==> src/rtl/regfile_dump_ctrl_pkg.sv <==
// Shared constants and state encoding for the register-file dump controller.
package regfile_dump_ctrl_pkg;

    localparam int unsigned BYTE_W = 8;

    // Bytes streamed by one dump at the default 32 x 32-bit register file.
    localparam int unsigned DUMP_BYTES = 32 * (32 / BYTE_W);

    typedef enum logic [2:0] {
        DUMP_IDLE,
        DUMP_SELECT,
        DUMP_LOAD,
        DUMP_SEND,
        DUMP_DONE
    } dump_state_e;

    function automatic int unsigned dump_byte_count(input int unsigned length,
                                                    input int unsigned width);
        return length * (width / BYTE_W);
    endfunction

endpackage

==> src/rtl/regfile_dump_ctrl_if.sv <==
// Byte stream link from the dump controller to the UART transmitter.
interface regfile_dump_ctrl_if;
    import regfile_dump_ctrl_pkg::*;

    logic [BYTE_W-1:0] tx_data;
    logic              tx_valid;
    logic              tx_ready;

    modport master (output tx_data, output tx_valid, input tx_ready);
    modport slave  (input tx_data, input tx_valid, output tx_ready);

endinterface

==> src/rtl/regfile_dump_ctrl_serializer.sv <==
// Word-to-byte serializer: loads a register word and shifts it out MSB byte first.
module regfile_dump_ctrl_serializer
    import regfile_dump_ctrl_pkg::*;
#(
    parameter int unsigned WIDTH = 32
) (
    input  logic              clk,
    input  logic              reset,
    input  logic              load,
    input  logic              shift,
    input  logic [WIDTH-1:0]  word,
    output logic [BYTE_W-1:0] byte_out,
    output logic              last
);

    localparam int unsigned BYTES = WIDTH / BYTE_W;
    localparam int unsigned CW    = (BYTES > 1) ? $clog2(BYTES) : 1;

    logic [WIDTH-1:0] shift_q, shift_d;
    logic [CW-1:0]    cnt_q, cnt_d;

    // Load takes priority; a shift moves the next byte into the top slot.
    always_comb begin
        shift_d = shift_q;
        cnt_d   = cnt_q;
        if (load) begin
            shift_d = word;
            cnt_d   = '0;
        end else if (shift) begin
            shift_d = shift_q << BYTE_W;
            cnt_d   = cnt_q + CW'(1);
        end
    end

    // Shift register and byte counter state.
    always_ff @(posedge clk) begin
        if (reset) begin
            shift_q <= '0;
            cnt_q   <= '0;
        end else begin
            shift_q <= shift_d;
            cnt_q   <= cnt_d;
        end
    end

    assign byte_out = shift_q[WIDTH-1 -: BYTE_W];
    assign last     = (cnt_q == CW'(BYTES - 1));

endmodule

==> src/rtl/regfile_dump_ctrl.sv <==
// Freezes the MIPS pipeline and streams every register out as bytes, MSB first.
module regfile_dump_ctrl
    import regfile_dump_ctrl_pkg::*;
#(
    parameter int unsigned WIDTH  = 32,
    parameter int unsigned LENGTH = 32,
    parameter int unsigned NB     = $clog2(LENGTH)
) (
    input  logic                 clk,
    input  logic                 reset,
    input  logic                 dump_start,
    input  logic                 mips_enable_in,
    output logic                 mips_enable_out,
    input  logic [NB-1:0]        dp_read_reg_1,
    output logic [NB-1:0]        rf_read_reg_1,
    input  logic [WIDTH-1:0]     rf_read_data_1,
    output logic                 busy,
    output logic                 done,
    regfile_dump_ctrl_if.master  tx
);

    dump_state_e   state_q, state_d;
    logic [NB-1:0] idx_q, idx_d;
    logic          ser_load;
    logic          ser_last;
    logic          accept;
    logic [BYTE_W-1:0] ser_byte;

    assign accept = (state_q == DUMP_SEND) && tx.tx_ready;

    regfile_dump_ctrl_serializer #(
        .WIDTH (WIDTH)
    ) u_serializer (
        .clk      (clk),
        .reset    (reset),
        .load     (ser_load),
        .shift    (accept),
        .word     (rf_read_data_1),
        .byte_out (ser_byte),
        .last     (ser_last)
    );

    // Next-state logic: walk registers 0..LENGTH-1, one SELECT/LOAD/SEND group each.
    always_comb begin
        state_d  = state_q;
        idx_d    = idx_q;
        ser_load = 1'b0;
        unique case (state_q)
            DUMP_IDLE: begin
                if (dump_start) begin
                    state_d = DUMP_SELECT;
                    idx_d   = '0;
                end
            end
            DUMP_SELECT: state_d = DUMP_LOAD;
            DUMP_LOAD: begin
                ser_load = 1'b1;
                state_d  = DUMP_SEND;
            end
            DUMP_SEND: begin
                if (accept && ser_last) begin
                    if (idx_q == NB'(LENGTH - 1)) begin
                        state_d = DUMP_DONE;
                    end else begin
                        idx_d   = idx_q + NB'(1);
                        state_d = DUMP_SELECT;
                    end
                end
            end
            DUMP_DONE: state_d = DUMP_IDLE;
            default:   state_d = DUMP_IDLE;
        endcase
    end

    // State and register index.
    always_ff @(posedge clk) begin
        if (reset) begin
            state_q <= DUMP_IDLE;
            idx_q   <= '0;
        end else begin
            state_q <= state_d;
            idx_q   <= idx_d;
        end
    end

    assign busy            = (state_q != DUMP_IDLE);
    assign done            = (state_q == DUMP_DONE);
    assign tx.tx_valid     = (state_q == DUMP_SEND);
    assign tx.tx_data      = ser_byte;
    assign rf_read_reg_1   = busy ? idx_q : dp_read_reg_1;
    // Gating the pipeline clock enable keeps the snapshot free of writes.
    assign mips_enable_out = mips_enable_in & ~busy;

endmodule
==> src/flat_wrapper.sv <==
// flat-port wrapper written by rule: the top's interface ports become plain ports
module regfile_dump_ctrl_flat import regfile_dump_ctrl_pkg::*;
#(
    parameter int unsigned WIDTH  = 32,
    parameter int unsigned LENGTH = 32,
    parameter int unsigned NB     = $clog2(LENGTH)
)
  (clk, reset, dump_start, mips_enable_in, mips_enable_out, dp_read_reg_1, rf_read_reg_1, rf_read_data_1, busy, done, tx_tx_data, tx_tx_valid, tx_tx_ready);
  regfile_dump_ctrl_if tx_i ();
  input  logic clk;
  input  logic reset;
  input  logic dump_start;
  input  logic mips_enable_in;
  output logic mips_enable_out;
  input  logic [NB-1:0] dp_read_reg_1;
  output logic [NB-1:0] rf_read_reg_1;
  input  logic [WIDTH-1:0] rf_read_data_1;
  output logic busy;
  output logic done;
  output wire logic [$bits(tx_i.tx_data)-1:0] tx_tx_data;
  output wire logic [$bits(tx_i.tx_valid)-1:0] tx_tx_valid;
  input wire logic [$bits(tx_i.tx_ready)-1:0] tx_tx_ready;
  assign tx_tx_data = tx_i.tx_data;
  assign tx_tx_valid = tx_i.tx_valid;
  assign tx_i.tx_ready = tx_tx_ready;
  regfile_dump_ctrl #(.WIDTH(WIDTH), .LENGTH(LENGTH), .NB(NB)) u_core (.clk(clk), .reset(reset), .dump_start(dump_start), .mips_enable_in(mips_enable_in), .mips_enable_out(mips_enable_out), .dp_read_reg_1(dp_read_reg_1), .rf_read_reg_1(rf_read_reg_1), .rf_read_data_1(rf_read_data_1), .busy(busy), .done(done), .tx(tx_i));
endmodule
==> config.mk <==
export PLATFORM = sky130hd
export DESIGN_NAME = regfile_dump_ctrl_flat
export DESIGN_NICKNAME = d
export VERILOG_FILES = /design/src/rtl/regfile_dump_ctrl_pkg.sv /design/src/rtl/regfile_dump_ctrl_if.sv /design/src/rtl/regfile_dump_ctrl_serializer.sv /design/src/rtl/regfile_dump_ctrl.sv /design/src/flat_wrapper.sv
export SDC_FILE = /design/constraint.sdc
export NUM_CORES = 1
export LEC_CHECK = 0
export ABC_CLOCK_PERIOD_IN_PS = 2500
export CAP_MARGIN = 25
export CELL_PAD_IN_SITES_DETAIL_PLACEMENT = 1
export CELL_PAD_IN_SITES_GLOBAL_PLACEMENT = 1
export CORE_MARGIN = 5
export CORE_UTILIZATION = 37
export CTS_CLUSTER_SIZE = 20
export DETAILED_ROUTE_END_ITERATION = 8
export GPL_TIMING_DRIVEN = 1
export PLACE_DENSITY = 0.92
export SYNTH_ARGS = -nofsm -noshare
export SYNTH_HDL_FRONTEND = slang
export SYNTH_SLANG_ARGS = --single-unit
==> constraint.sdc <==
create_clock -name clk -period 2.5 [get_ports clk]
set_clock_uncertainty 0.15 [all_clocks]
set_input_delay 0.5 -clock clk [delete_from_list [all_inputs] [get_ports clk]]
set_output_delay 0.5 -clock clk [all_outputs]
set_load 0.01 [all_outputs]
Word level (Yosys, flattened, before mapping)
Cells that the tools add are included.

Bits in registers: 42. Bits of input ports: 42. Word-level logic and storage cells: 38.

Add/subtract/negate cells: 2. Eq/ne operators: 9. Multiplexer cells: 12. Bitwise logic cells: 2. Reductions and logical operators: 9.

Operator list (number): 32-bit two-way mux (2); 5-bit two-way mux (4); 3-bit case mux with 4 select lines (1); 5-bit case mux with 2 select lines (1); 3-bit two-way mux (3); 3-bit by 2-bit equality test with 1-bit output, second input constant (2); 5-bit by 1-bit adder with 5-bit output, second input constant (1); 5-bit equality test, second input constant (1); 2-bit inequality test, second input constant (2); 4-bit AND reduction (1); 2-bit nonzero test (2); 3-bit by 1-bit equality test with 1-bit output, second input constant (1); 3-bit equality test, second input constant (1); 3-bit zero test (1); 3-bit nonzero test (1); 2-bit by 1-bit adder with 2-bit output, second input constant (1); 2-bit equality test, second input constant (1); 1-bit logical AND (2); 2-bit by 1-bit inequality test with 1-bit output, second input constant (1); 2-bit AND reduction (1); 2-bit OR reduction (1); 1-bit bitwise AND (1); 1-bit two-way mux (1); 1-bit NOT (1).

Longest topological paths before layout
Word-level depth: 5. Gate-level depth with buffers: 7. Depth with buffers taken out: 6.

Hierarchy
A second synthesis with hierarchy kept.

Cells, all modules: 219. Area total of the unflattened synthesis: 2105.8 um2.

By module, submodules not included: regfile_dump_ctrl_serializer (times used 1, cells each 158, area each 1574.0 um2); regfile_dump_ctrl (times used 1, cells each 61, area each 531.8 um2).

Worst setup path before layout
Ideal clock, no wire load.

Path type: reg-to-output. Start: register u_core.state_q[1]. End: output tx_tx_valid. Arrival time: 1148 ps. Required time: 1850 ps. Path slack: 702 ps. Stages on the path, launching flop included: 6. Path buffers: 3. Cells stage by stage: dfxtp_1 buf_6 nor2b_4 buf_6 buf_2 and2_1.

Cells in the longest elaborated chain, start to end: 1.

Ends and longest elaborated chain: start: declaration (RTL line regfile_dump_ctrl.sv:22) `dump_state_e state_q, state_d;`; start signal: assignment (RTL line regfile_dump_ctrl.sv:81) `state_q <= state_d;`; 3-bit by 2-bit equality test with 1-bit output (RTL line regfile_dump_ctrl.sv:88) `assign tx.tx_valid = (state_q == DUMP_SEND);`; end: declaration (RTL line flat_wrapper.sv:21) `output wire logic [$bits(tx_i.tx_valid)-1:0] tx_tx_valid;`.

Every way passes these cells.

Worst setup path in the final report
Start: register u_core.state_q[1]. End: output mips_enable_out.

Cells in the longest elaborated chain, start to end: 3.

Ends and longest elaborated chain: 3-bit nonzero test (RTL line regfile_dump_ctrl.sv:86) `assign busy = (state_q != DUMP_IDLE);`; 1-bit NOT (RTL line regfile_dump_ctrl.sv:92) `assign mips_enable_out = mips_enable_in & ~busy;`; 1-bit bitwise AND (RTL line regfile_dump_ctrl.sv:92); end: declaration (RTL line flat_wrapper.sv:14) `output logic mips_enable_out;`.

Every way passes these cells.

==> impl_metrics.csv <==
group,metric,value,unit
worst_setup_path,critical_path.endpoint_type,"primary output",
cells_and_area,drive_above_1_share,0.1570,
sta,post-route-min-period,2.337,ns
routing,via_per_inst,5.305,
synthesis,synth_cell_types,41,
die,die-area,8010,um^2
min_path,hold_path_class,"reg2reg",
power_and_ir_drop,switchingPower,0.4430,mW
power_and_ir_drop,power_frac_seq,0.477,
place,port_buffers,58,
die,dieWidth,89.50,um
synthesis,synth_ff_type,"dfxtp_1",
worst_setup_path,worst-setup-path-type,"reg2out",
worst_setup_path,cp.arrival,1.69,ns
clock_tree,cts_buffer_depth,2,
routing,wire_per_inst,14.85,um
synthesis,synth_cells,253,
power_and_ir_drop,internal_power,1.137,mW
die,io_pins,59,
global_route,grt_use_met1,0.1820,
synthesis,syn_area,2338,um^2
clock_tree,clock-root-buffer,"clkbuf_8",
power_and_ir_drop,total_leakage_power,1.091,nW
clock_tree,cts_made_buffers,5,
cells_and_area,area_growth,27.02,%
global_route,grt_util_met3,0.02304,
routing,drt-pass1-iter-count,4,
clock_tree,h-tree-depth,2,
synthesis,netlist_top_cells_count,"dfxtp_1, o21ai_0, inv_1",
global_route,grt.overflow.total,0,
synthesis,yosys_register_bits,42,
sta,setup-tns-final,0,ns
cells_and_area,nNetsFinal,338,
global_route,grt_pass1_vias,1979,
power_and_ir_drop,peakVddDrop,0.2650,mV
synthesis,synth_top_cell_area_share,0.3596,
sta,max_slew_margin,0.6397,
clock_tree,clk_pin_slew,0.07,ns
die,initial_core_util,0.3747,
sta,hold_viol_final,0,
cells_and_area,ff_latch_area,845.8,um^2
place,dpl.hpwl,3.912,mm
outcome,outcome,"finished, final reports clean",
synthesis,avgSynthCellArea,9.243,um^2
global_route,grt_max_degree,54,
global_route,busiest_layer,"met2",
power_and_ir_drop,clockPowerShare,0.255,
place,place_congestion,0.7725,
die,core_area,6241,um^2
sta,setup_viol,0,
worst_setup_path,worstPathRequired,1.85,ns
die,rows,29,
clock_tree,numClockSinks,42,
sta,rsz0062_at_grt,"no",
power_and_ir_drop,p_sw_frac,0.2804,
worst_setup_path,startpoint_type,"register",
routing,wl,5.493,mm
synthesis,yosys_warnings,0,
global_route,met2_usage,0.2518,
cells_and_area,fill_cells,708,
power_and_ir_drop,power,1.580,mW
routing,ant_nets,0,
synthesis,synth-seq-area-share,0.3596,
synthesis,post-synth-top-count-cell,"dfxtp_1",
power_and_ir_drop,combPwrFrac,0.268,
job,drv_cap,0,
routing,drc,0,
worst_setup_path,crit_fanout,10,
clock_tree,clock_latency,0.28,ns
sta,worst_pin_slew,0.5404,ns
global_route,grtUsageTotal,0.1442,
power_and_ir_drop,powerDensity,531.9,nW/um^2
sta,timing.final.crit_share,0.9349,
routing,drt-initial-drc-count,72,
routing,vias,1963,
cells_and_area,multi_input_comb_area,1196,um^2
synthesis,synth-edff-count,0,
worst_setup_path,timing.reg2reg.setup_slack,0.34,ns
synthesis,synthTopCellsByArea,"dfxtp_1, a221oi_2, nand3b_1",
sta,slew_violations,0,
synthesis,syn_nets,298,
global_route,grt_first_pass_wirelength,9.204,mm
die,die-height,89.50,um
global_route,antenna_found_initial,0,
cells_and_area,n_antenna_cell,0,
synthesis,synthArstFlopShare,0,
clock_tree,cts_tree,"built",
sta,fmax,427.9,MHz
synthesis,synth_largest_area_cell,"dfxtp_1",
[routing by layer]
layer	vias up	wire length, um
met4	0	47
met2	38	2714
met5	-	0
met1	939	2505
li1	982	-
met3	4	226
[critical path: stages, from the launching register on]
cell,delay (ns)
dfxtp_4,0.39
nor3_4,0.22
buf_12,0.15
and2_1,0.12
clkdlybuf4s50_1,0.53
[metrics by stage]
stage | utilization | cells | instance area [um^2] | worst slack [ns] | hold slack, ns
after floorplan | - | 253 | 2338 | 0.7018 | 0.2874
final | 0.4759 | 370 | 2970 | 0.1628 | 0.3097
after global routing | 0.4759 | 370 | 2970 | 0.05424 | 0.3272
after detailed placement | 0.4559 | 362 | 2845 | 0.05438 | 0.3007
after global placement | 0.4559 | 362 | 2845 | 0.1183 | 0.2952
after CTS | 0.4721 | 370 | 2947 | 0.002275 | 0.3100
[cell families after synthesis]
logic type	count (synthesis)	synth area share
AND/OR/NAND/NOR	72	0.2087
buffers and inverters	57	0.1289
flip-flops	42	0.3596
AO/OA/AOI/OAI	72	0.2542
adder cells (fa/ha/maj)	3	0.01605
multiplexers	7	0.03264
[state kept, by name (all words and copies together) (netlist names)]
name,cells
u_core.state_q,3
u_core.u_serializer.cnt_q,2
u_core.idx_q,5
u_core.u_serializer.shift_q,32
[cell usage in the layout (no fill, tap or decap), types with 3 or more instances in the layout]
master / instances
clkdlybuf4s50_1: 52
o21ai_0: 33
nand2_1: 12
ha_1: 3
a221oi_2: 20
nand3b_1: 25
nand2b_1: 4
dlymetal6s2s_1: 5
nor4_1: 3
dfxtp_1: 40
a21oi_1: 9
inv_1: 26
a221oi_1: 5
mux2_2: 5
clkbuf_8: 5
buf_4: 4
nor2_1: 4
and2_1: 3
[power by group through the flow]
| stage | clock [mW] | combinational [mW] | sequential [mW] |
|---|---|---|---|
| after floorplan | 0 | 0.298 | 0.754 |
| after global placement | 0 | 0.401 | 0.764 |
| after detailed placement | 0 | 0.413 | 0.767 |
| after CTS | 0.421 | 0.427 | 0.752 |
| after global routing | 0.445 | 0.465 | 0.759 |
| final | 0.403 | 0.424 | 0.753 |
[what timing repair did]
item	in CTS	in global routing
endpoints found under the setup margin	7	6
hold buffers	0	0
cloned	0	0
pin swaps	1	1
setup buffers	1	0
gates resized for setup	2	9
[cell type report]
type / count / area share
Inverter: 26 / 0.03286
Tap cell: 77 / 0.03243
Sequential cell: 42 / 0.2848
Clock buffer: 7 / 0.02570
Timing Repair Buffer: 64 / 0.2216
Multi-Input combinational cell: 154 / 0.4027
[path summary, 6_finish.rpt]
check,endpoint,from,depth (start not counted)
worst min register to register,u_core.u_serializer.shift_q[18],u_core.u_serializer.shift_q[18],2
worst max register to register,u_core.u_serializer.shift_q[22],u_core.state_q[0],4
worst max-delay path,mips_enable_out,u_core.state_q[1],4
worst min-delay path,u_core.u_serializer.shift_q[18],u_core.u_serializer.shift_q[18],2
No activity file was read; power rests on OpenSTA's default activity.
